$ cat config.mk
export PLATFORM = sky130hd
export DESIGN_NAME = tach_conditioner
export DESIGN_NICKNAME = d
export VERILOG_FILES = /design/src/rtl/tach_conditioner.sv
export SDC_FILE = /design/constraint.sdc
export NUM_CORES = 1
export LEC_CHECK = 0
export CORE_MARGIN = 2
export CORE_UTILIZATION = 50
export CTS_CLUSTER_DIAMETER = 150
export CTS_CLUSTER_SIZE = 8
export DETAILED_ROUTE_END_ITERATION = 10
export DONT_BUFFER_PORTS = 1
export SKIP_LAST_GASP = 1
export SYNTH_ARGS = -nofsm -noshare
export SYNTH_HDL_FRONTEND = slang
export SYNTH_SLANG_ARGS = --single-unit
$ cat constraint.sdc
create_clock -name clk50M -period 6.7 [get_ports clk50M]
set_input_delay 1.34 -clock clk50M [delete_from_list [all_inputs] [get_ports clk50M]]
set_output_delay 1.34 -clock clk50M [all_outputs]
set_load 0.1 [all_outputs]
$ cat src/rtl/tach_conditioner.sv
// Tach front end: 2-flop sync + persistence filter on the raw blips line, rising-edge strobe,
// edge-to-edge period measurement and stall detection. Blips lag a clean raw edge by 2+FILTER_CYCLES clocks.
module tach_conditioner #(
    parameter int FILTER_CYCLES = 500,
    parameter int STALL_CYCLES  = 25000000,
    parameter int PERIOD_W      = 32
) (
    input  logic                clk50M,
    input  logic                reset,
    input  logic                tach_raw,
    output logic                blips,
    output logic                blip_pulse,
    output logic [PERIOD_W-1:0] period,
    output logic                period_valid,
    output logic                stalled
);

    localparam int FW = (FILTER_CYCLES > 1) ? $clog2(FILTER_CYCLES) : 1;
    localparam logic [FW-1:0]       FLAST   = FW'(FILTER_CYCLES - 1);
    localparam logic [PERIOD_W-1:0] STALL_N = PERIOD_W'(STALL_CYCLES);

    typedef enum logic [1:0] {IDLE, ARMED, RUNNING} state_t;

    logic [1:0]          sync_q;
    logic                s;
    logic [FW-1:0]       fcnt_q, fcnt_d;
    logic                blips_q, blips_d;
    logic                blip_pulse_q;
    logic [PERIOD_W-1:0] pcnt_q, pcnt_d, pcnt_inc;
    logic                accept, rise;
    state_t              state_q;
    logic [PERIOD_W-1:0] period_q;
    logic                period_valid_q;
    logic                stalled_q;

    assign s        = sync_q[1];
    assign accept   = (s != blips_q) && (fcnt_q == FLAST);
    assign rise     = accept && s;
    assign pcnt_inc = pcnt_q + 1'b1;

    always_comb begin
        fcnt_d  = fcnt_q;
        blips_d = blips_q;
        if (s == blips_q) begin
            fcnt_d = '0;
        end else if (accept) begin
            fcnt_d  = '0;
            blips_d = s;
        end else begin
            fcnt_d = fcnt_q + 1'b1;
        end

        // Period counter saturates so a long idle never aliases to a short period.
        if (rise)
            pcnt_d = '0;
        else if (&pcnt_q)
            pcnt_d = pcnt_q;
        else
            pcnt_d = pcnt_inc;
    end

    always_ff @(posedge clk50M or posedge reset) begin
        if (reset) begin
            sync_q       <= '0;
            fcnt_q       <= '0;
            blips_q      <= 1'b0;
            blip_pulse_q <= 1'b0;
            pcnt_q       <= '0;
        end else begin
            sync_q       <= {sync_q[0], tach_raw};
            fcnt_q       <= fcnt_d;
            blips_q      <= blips_d;
            blip_pulse_q <= rise;
            pcnt_q       <= pcnt_d;
        end
    end

    always_ff @(posedge clk50M or posedge reset) begin
        if (reset) begin
            state_q        <= IDLE;
            period_q       <= '0;
            period_valid_q <= 1'b0;
            stalled_q      <= 1'b1;
        end else begin
            period_valid_q <= 1'b0;
            case (state_q)
                IDLE: begin
                    if (rise) begin
                        state_q   <= ARMED;
                        stalled_q <= 1'b0;
                    end
                end
                ARMED, RUNNING: begin
                    // An edge landing on the stall threshold is still a valid period.
                    if (rise) begin
                        state_q        <= RUNNING;
                        period_q       <= pcnt_inc;
                        period_valid_q <= 1'b1;
                    end else if (pcnt_inc == STALL_N) begin
                        state_q   <= IDLE;
                        stalled_q <= 1'b1;
                        period_q  <= '0;
                    end
                end
                default: state_q <= IDLE;
            endcase
        end
    end

    assign blips        = blips_q;
    assign blip_pulse   = blip_pulse_q;
    assign period       = period_q;
    assign period_valid = period_valid_q;
    assign stalled      = stalled_q;

endmodule

# Word level (Yosys, flattened, before mapping)
# Cells that the tools add are included.
[op_classes] addsub=2 n_eq_ne=11 muxes=16 n_bitwise=1 reduce_logical=11
[ops] cell="2-to-1 mux 32 bit" count=4
[ops] cell="adder 32 x 1 -> 32 bit (second input constant)" count=1
[ops] cell="== test 32 x 25 -> 1 bit (second input constant)" count=1
[ops] cell="AND reduction 32 bit" count=1
[ops] cell="2-to-1 mux 9 bit" count=2
[ops] cell="adder 9 x 1 -> 9 bit (second input constant)" count=1
[ops] cell="== test 9 bit (second input constant)" count=1
[ops] cell="inequality test 2 bit (second input constant)" count=4
[ops] cell="2-to-1 mux 2 bit" count=3
[ops] cell="AND reduction 2 bit" count=3
[ops] cell="2-to-1 mux 1 bit" count=5
[ops] cell="case mux 2 bit (2 select lines)" count=1
[ops] cell="AND reduction 4 bit" count=1
[ops] cell="nonzero test 2 bit" count=2
[ops] cell="inequality test 3 bit (second input constant)" count=1
[ops] cell="== test 2 x 1 -> 1 bit (second input constant)" count=1
[ops] cell="== test 2 bit (second input constant)" count=1
[ops] cell="logical AND 1 bit" count=2
[ops] cell="zero test 2 bit" count=1
[ops] cell="case mux 1 bit (2 select lines)" count=1
[ops] cell="OR reduction 2 bit" count=1
[ops] cell="== test 1 bit" count=1
[ops] cell="inequality test 1 bit" count=1
[ops] cell="NOT 1 bit" count=1
[word_totals] regBits=81 in_bits=3 output_inout_bits=36 word_cells=50

# Logic depth before layout (Yosys ltp)
# Gate-level depths: netlist of the first run.
[depth] word_depth=5 depth_mapped=10 depth_no_buf=9

# Worst setup path before layout of the first run
# Ideal clock, no wire load.
[synth_path] path_type="reg-to-reg" startpoint="register pcnt_q[0]" endpoint="register period_q[18] (netlist: period[18])" setup_time_ns=0.122 t_arrival_ns=2.716 t_required_ns=6.578 setup_slack_ns=3.863 stages_incl_launch_ff=10 n_path_buf=1 synth_period_minus_slack_ns=2.837 path_cell_list="dfrtp_1 ha_1 nand4_1 nor4_1 nand4_1 mux2i_1 nand4_1 nor4_4 buf_6 nor3_2"
[synth_between] elab_chain_len=4 elab_cells_between_ends=5 classes_between="1 x add/sub; 1 x eq/ne; 1 x mux; 2 x reduce/logical"
[synth_lines] item="start: declaration" line_no="29" rtl="logic [PERIOD_W-1:0] pcnt_q, pcnt_d, pcnt_inc;"
[synth_lines] item="start signal: assignment" line_no="74" rtl="pcnt_q <= pcnt_d;"
[synth_lines] item="adder 32 x 1 -> 32 bit *" line_no="39" rtl="assign pcnt_inc = pcnt_q + 1'b1;"
[synth_lines] item="== test 32 x 25 -> 1 bit" line_no="99" rtl="end else if (pcnt_inc == STALL_N) begin"
[synth_lines] item="nonzero test 2 bit (no source line)"
[synth_lines] item="AND reduction 2 bit (no source line)"
[synth_lines] item="end signal: assignment" line_no="97" rtl="period_q <= pcnt_inc;"
[synth_lines] item="end: declaration" line_no="32" rtl="logic [PERIOD_W-1:0] period_q;"
# Every way passes the cells marked *; elsewhere a longest branch is shown, timed or not.
# A chain may end at the register's enable or synchronous reset.

# Final worst setup path of the first run
[layout_path] startpoint="register blips_q (netlist: blips)" endpoint="register period_q[24] (netlist: period[24])"
[layout_between] elab_chain_len=5 elab_cells_between_ends=6 classes_between="1 x eq/ne; 1 x mux; 4 x reduce/logical"
[layout_lines] item="start: declaration" line_no="27" rtl="logic blips_q, blips_d;"
[layout_lines] item="start signal: assignment" line_no="72" rtl="blips_q <= blips_d;"
[layout_lines] item="inequality test 1 bit *" line_no="37" rtl="assign accept = (s != blips_q) && (fcnt_q == FLAST);"
[layout_lines] item="logical AND 1 bit *" line_no="37"
[layout_lines] item="logical AND 1 bit *" line_no="38" rtl="assign rise = accept && s;"
[layout_lines] item="nonzero test 2 bit (no source line)"
[layout_lines] item="AND reduction 2 bit (no source line)"
# Marks and branches as above.

==> results.yml, run 1 <==
outcome:
  outcome: "finished clean"
layout:
  drive_gt1_frac: 0.109
  layout.nets: 443
  fillers: 752
  multiInputGateArea_sq_um: 1920
  area.sequential_sq_um: 2030
  n_antenna_cell: 0
  final_cells: 545
  syn_to_final_growth_pct: 5.87
routing:
  wl_per_cell_microns: 17.0
  vias: 3108
  dr.pass1.iters: 4
  drc: 0
  wl_microns: 9250
  viasPerCell: 5.70
  antenna_left: 0
  drt-initial-drc-count: 149
worst_setup_path:
  ff2ff_path_depth: 7
  cp_cell_sequence: "xnor2_1 > nor3_1 > nand2_1 > clkinv_1 > nand2_2 > inv_1 > a211oi_1"
  r2r_slack_ns: 2.42
  r2r-start: "blips"
  critPathLaunchType: "flop"
  crit_path_end: "period[24]"
  critPathArrivalTime_ns: 4.54
  end_kind: "flop"
  crit_cells: 7
  slowest_delay_ns: 0.97
  crit_buf_inv: 2
  critPathSlowestCell: "dfrtp_1"
  critPathTopFamily: "simple AND/OR/NAND/NOR gates"
  crit_fanout: 54
  r2r_end: "period[24]"
  crit_required_ns: 6.96
  crit_start: "blips"
  path_class: "flop to flop"
global_route:
  grt_pass1_vias: 3073
  grt_max_degree: 82
  met1_usage: 0.297
  use_met2: 0.375
  track_usage: 0.227
  grt_pass1_wl_microns: 15600
  gr-total-overflow: 0
  top_usage_layer: "met2"
  grtUsageMet3: 0.0375
  antenna_found_initial: 0
synthesis:
  syn-num-nets: 455
  synth_area_sq_um: 4130
  synthAdderAreaFrac: 0.0151
  syn_inst: 447
  synth-simple-area-share: 0.264
  synth_cell_type_count: 52
  synth_compound_area_frac: 0.0987
  yosys_warnings: 0
  synth_top_family_by_area: "simple AND/OR/NAND/NOR gates"
  synthXorXnorAreaFrac: 0.0763
  ys_seq_area_frac: 0.491
  ys_seq_elements: 81
  synth_area_per_cell_sq_um: 9.25
  synth.area.mux_share: 0.00999
timing:
  fin_crit_ns: 4.28
  final_max_slew_viol_count: 0
  fmax_ghz: 0.234
  tightest_slew_ns: 1.03
  rsz0062_at_grt: "no"
  clock_skew_ns: 0.0165
  setup_tns_ns: 0
  holdWs_ns: 0.357
  hold_violations: 0
  finalCritPeriodShare: 0.638
  slew_headroom: 0.307
  finalSetupViolCount: 0
pwr:
  p_switching_mw: 0.214
  power.density_nw_per_um2: 204
  p_int_mw: 0.680
  pwr-share-comb: 0.015
  p_clk_frac: 0.434
  power.leakage_nw: 1.86
  p_sw_frac: 0.239
  seq_power_share: 0.551
  ir_worst_vdd_v: 0.000132
cts:
  cts.clk_slew.worst_paths_ns: 0.09
  cts.sinks: 81
  cts_setup_buffers: 0
  hold_buffers: 0
  cts_resized: 0
  clk_latency_ns: 0.37
  clockBufferDepth: 2
  h-tree-depth: 3
  cts_made_buffers: 9
  clock-root-buffer: "clkbuf_8"
  cts_tree: "done"
placement:
  io_buffers: 0
  placedCellCount: 529
  place.gp.congestion: 0.869
  hpwl_microns: 6380
floorplanning:
  die_h_microns: 94.9
  rows: 33
  core_sq_um: 8130
  ios: 39
  dieArea_sq_um: 9010
  dieWidth_microns: 94.9
  start_util: 0.508
flow_run:
  cap_violations: 0
hold_path:
  hold_path_class: "flop to flop"
## per-layer routing
layer,up-vias,wire length (microns)
li1,1518,-
met5,-,0
met2,63,4480
met1,1512,4180
met3,15,433
met4,0,156
## cell families (layout without fill, tap and decap cells)
kind of cell | after synthesis | count (layout)
xor gates and xnor gates | 36 | 36
buffers and inverters | 42 | 35
DFF | 81 | 81
adders and majority gates | 5 | 5
and+or+nand+nor | 210 | 210
muxes | 4 | 4
AOI/OAI and AO/OA | 69 | 69
## sequential cells by signal (all words and copies together), names as in the netlist
signal and cells:
stalled 1, blips 1, sync_q 2, period 32, fcnt_q 9, period_valid 1, pcnt_q 32, blip_pulse 1
state_q 2
## layout by cell type (no fill, tap or decap), drive strengths merged, types with 2 or more instances in the layout
| cell type | netlist | layout |
|---|---|---|
| mux2i | 3 | 3 |
| nand2 | 36 | 36 |
| and4 | 3 | 3 |
| nor4 | 13 | 13 |
| buf | 8 | 3 |
| inv | 15 | 16 |
| or4 | 3 | 3 |
| nand4 | 20 | 20 |
| a31o | 2 | 2 |
| a211oi | 6 | 6 |
| nor2b | 2 | 2 |
| and3 | 5 | 5 |
| nor2 | 84 | 84 |
| nor3 | 14 | 14 |
| ha | 5 | 5 |
| a31oi | 3 | 3 |
| xor2 | 9 | 9 |
| clkinv | 1 | 3 |
| nand4bb | 2 | 2 |
| xnor2 | 27 | 27 |
| clkinvlp | 0 | 2 |
| dfrtp | 80 | 80 |
| o21ai | 26 | 26 |
| or2 | 3 | 3 |
| a21oi | 24 | 24 |
| nand4b | 2 | 2 |
| nand3 | 18 | 18 |
| clkbuf | 18 | 10 |
## layout make-up
class | count | area share
sequential | 81 | 0.463
multi-input combinational | 324 | 0.439
clock buffer | 10 | 0.0314
tap | 105 | 0.0300
clock inverter | 6 | 0.0169
inverter | 16 | 0.0140
timing repair buffer | 3 | 0.00515
## how the worst min path moves through the flow
stage | from | endpoint | slack, ns | depth (start not counted)
floorplan | sync_q[0] | sync_q[1] | 0.33 | 0
global placement | sync_q[0] | sync_q[1] | 0.34 | 0
detailed placement | sync_q[0] | sync_q[1] | 0.34 | 0
CTS | sync_q[0] | sync_q[1] | 0.36 | 0
global route | sync_q[0] | sync_q[1] | 0.38 | 0
finish | sync_q[0] | sync_q[1] | 0.36 | 0
## through the flow
stage / utilization / setup slack (ns) / area [sq um] / power, mW
after floorplan: - / 3.28 / 4130 / 0.512
after global placement: 0.512 / 2.51 / 4170 / 0.516
after detailed placement: 0.512 / 2.34 / 4170 / 0.517
after CTS: 0.538 / 2.33 / 4380 / 0.903
after global routing: 0.538 / 1.93 / 4380 / 0.926
final: 0.538 / 2.42 / 4380 / 0.893
## power groups by stage
stage | Clock (mW) | Combinational, mW | Sequential (mW)
final | 0.387 | 0.0137 | 0.492
after global routing | 0.416 | 0.0168 | 0.493
after CTS | 0.396 | 0.0146 | 0.492
after detailed placement | 0 | 0.0147 | 0.502
after global placement | 0 | 0.0142 | 0.502
after floorplan | 0 | 0.0108 | 0.502
## cell usage after synthesis, drive strengths merged
cell type | instances | share of area
a22oi | 1 | 0.0018
buf | 8 | 0.014
nor2b | 2 | 0.0030
clkinv | 1 | 0.00091
or4b | 1 | 0.0024
xor2 | 9 | 0.019
nor4 | 13 | 0.025
a32oi | 1 | 0.0021
or4 | 3 | 0.0064
or2 | 3 | 0.0045
a31o | 2 | 0.0042
o211ai | 1 | 0.0018
o31a | 1 | 0.0024
nand4b | 2 | 0.0042
nand3 | 18 | 0.025
nor3 | 14 | 0.025
a21oi | 24 | 0.030
or2b | 1 | 0.0018
ha | 5 | 0.015
and3 | 5 | 0.0076
o311a | 1 | 0.0027
o21a | 1 | 0.0018
mux2 | 1 | 0.0027
o21ai | 26 | 0.031
nand2 | 36 | 0.033
a211oi | 6 | 0.012
xnor2 | 27 | 0.057
nor4b | 1 | 0.0021
and2 | 1 | 0.0018
a31oi | 3 | 0.0045
nor2 | 84 | 0.077
mux2i | 3 | 0.0073
dfrtp | 80 | 0.48
nand2b | 1 | 0.0015
inv | 15 | 0.014
o22ai | 1 | 0.0015
clkbuf | 18 | 0.016
and4 | 3 | 0.0064
nand4bb | 2 | 0.0054
dfstp | 1 | 0.0064
nand4 | 20 | 0.032
o2bb2ai | 1 | 0.0021
No activity file was read; power rests on OpenSTA's default activity.
==> inputs of run 2 (changes only) <==
--- a/config.mk
+++ b/config.mk
@@ -11,6 +11,7 @@
 export CTS_CLUSTER_SIZE = 8
 export DETAILED_ROUTE_END_ITERATION = 10
 export DONT_BUFFER_PORTS = 1
+export PLACE_DENSITY = 0.68
 export SKIP_LAST_GASP = 1
 export SYNTH_ARGS = -nofsm -noshare
 export SYNTH_HDL_FRONTEND = slang
==> constraint.sdc (replaced) <==
create_clock -name clk50M -period 3.77 [get_ports clk50M]
set_input_delay 0.754 -clock clk50M [delete_from_list [all_inputs] [get_ports clk50M]]
set_output_delay 0.754 -clock clk50M [all_outputs]
set_load 0.1 [all_outputs]
==> run 2 against run 1 <==
Against the previous run: maximum frequency grew 35%; die area is the same; final cell count grew 0.92%; largest power group unchanged; sequential power grew 78%; register-to-register slack lost 1.8 ns; total power grew 67%; hold slack lost 0.076 ns; count of clock-buffer cells in the layout shrank 1; flip-flop and latch count is the same.
==> results.yml, run 2 (synthesis results as in run 1) <==
layout:
  drive_gt1_frac: 0.117
  design_area_sq_um: 4390
  layout.nets: 448
  layout_common_cells: "nor2_1, dfrtp_1, nand2_1"
  fillers: 713
  syn_to_final_growth_pct: 6.17
  n_antenna_cell: 0
  multiInputGateArea_sq_um: 1920
  final_common_cell: "nor2_1"
  area.sequential_sq_um: 2030
routing:
  antenna_left: 0
  drc: 0
  wl_per_cell_microns: 16.9
  wl_microns: 9280
  viasPerCell: 5.70
  drt-initial-drc-count: 214
  dr.pass1.iters: 4
  vias: 3133
worst_setup_path:
  path_class: "flop to flop"
  crit_fanout: 7
  ff2ff_path_depth: 7
  crit_required_ns: 3.98
  critPathLaunchType: "flop"
  end_kind: "flop"
  critPathArrivalTime_ns: 3.38
global_route:
  grt_pass1_vias: 2984
  gr-total-overflow: 0
  antenna_found_initial: 0
  grt_pass1_wl_microns: 15400
  grt_max_degree: 52
  track_usage: 0.223
cts:
  cts_tree: "done"
  cts.clk_slew.worst_paths_ns: 0.09
  cts_resized: 0
  clockBufferDepth: 2
  hold_buffers: 0
  clock-root-buffer: "clkbuf_8"
  cts_setup_buffers: 0
  cts_made_buffers: 9
  clk_latency_ns: 0.36
  cts.sinks: 81
  h-tree-depth: 3
placement:
  dpl_cell_area_sq_um: 4210
  hpwl_microns: 6550
  io_buffers: 0
  place_ws_ns: 0.647
  place.gp.congestion: 0.944
floorplanning:
  ios: 39
  start_util: 0.508
  core_sq_um: 8130
  die_h_microns: 94.9
  rows: 33
  dieWidth_microns: 94.9
  dieArea_sq_um: 9010
timing:
  finalCritPeriodShare: 0.838
  final_max_slew_viol_count: 0
  fin_crit_ns: 3.16
  finalSetupViolCount: 0
  clock_skew_ns: 0.0137
  fin_ws_ns: 0.609
  hold_violations: 0
  setup_tns_ns: 0
  tightest_slew_ns: 0.938
  fmax_ghz: 0.316
  slew_headroom: 0.375
  holdWs_ns: 0.281
  rsz0062_at_grt: "no"
pwr:
  power_mw: 1.49
  p_clk_frac: 0.396
  power.density_nw_per_um2: 339
  power.leakage_nw: 1.88
  ir_worst_vdd_v: 0.000214
  pwr-share-comb: 0.016
  p_switching_mw: 0.369
  p_sw_frac: 0.247
  seq_power_share: 0.587
  p_int_mw: 1.12
flow_run:
  cap_violations: 0
outcome:
  outcome: "finished clean"
hold_path:
  hold_path_class: "input pin to asynchronous set/reset pin"
## run 2: power groups by stage
stage          combinational [mW]  sequential, mW  clock, mW
6_report                   0.0243           0.875      0.590
5_1_grt                    0.0297           0.876      0.631
4_1_cts                    0.0255           0.875      0.602
3_5_place_dp               0.0257           0.892          0
3_3_place_gp               0.0249           0.892          0
2_1_floorplan              0.0192           0.892          0
## run 2: critical path, stage by stage, from the launching register on
cell and delay (ns):
dfrtp_1 0.50, nand4_2 0.17, or4_1 0.69, or4_4 0.49, a211oi_1 0.26, nand4_1 0.15, nor4_1 0.58, o22ai_1 0.17
## run 2: worst paths after layout
path,startpoint,to,slack (ns)
max in group asynchronous,reset,pcnt_q[24],2.47
min in group clk50M,sync_q[0],sync_q[1],0.37
hold / removal,reset,period[5],0.28
hold reg to reg,sync_q[0],sync_q[1],0.37
setup / recovery,pcnt_q[8],state_q[1],0.61
setup reg to reg,pcnt_q[8],state_q[1],0.61
## run 2: per-layer routing
layer | vias up | routed length, microns | GRT usage
met5 | - | 0 | 0
met4 | 0 | 85 | 0.0543
met3 | 6 | 570 | 0.0527
met2 | 82 | 4100 | 0.332
met1 | 1508 | 4530 | 0.330
li1 | 1537 | - | -
## run 2: final cells by class
type,instances,area share
Sequential cell,81,0.462
Multi-Input combinational cell,324,0.437
Tap cell,105,0.0299
Clock buffer,9,0.0282
Timing Repair Buffer,8,0.0165
Inverter,16,0.0140
Clock inverter,7,0.0120
## run 2: per-stage QoR
stage	utilization	instances
2_1_floorplan	-	447
6_report	0.540	550
3_5_place_dp	0.518	534
3_3_place_gp	0.518	534
5_1_grt	0.540	550
4_1_cts	0.540	550
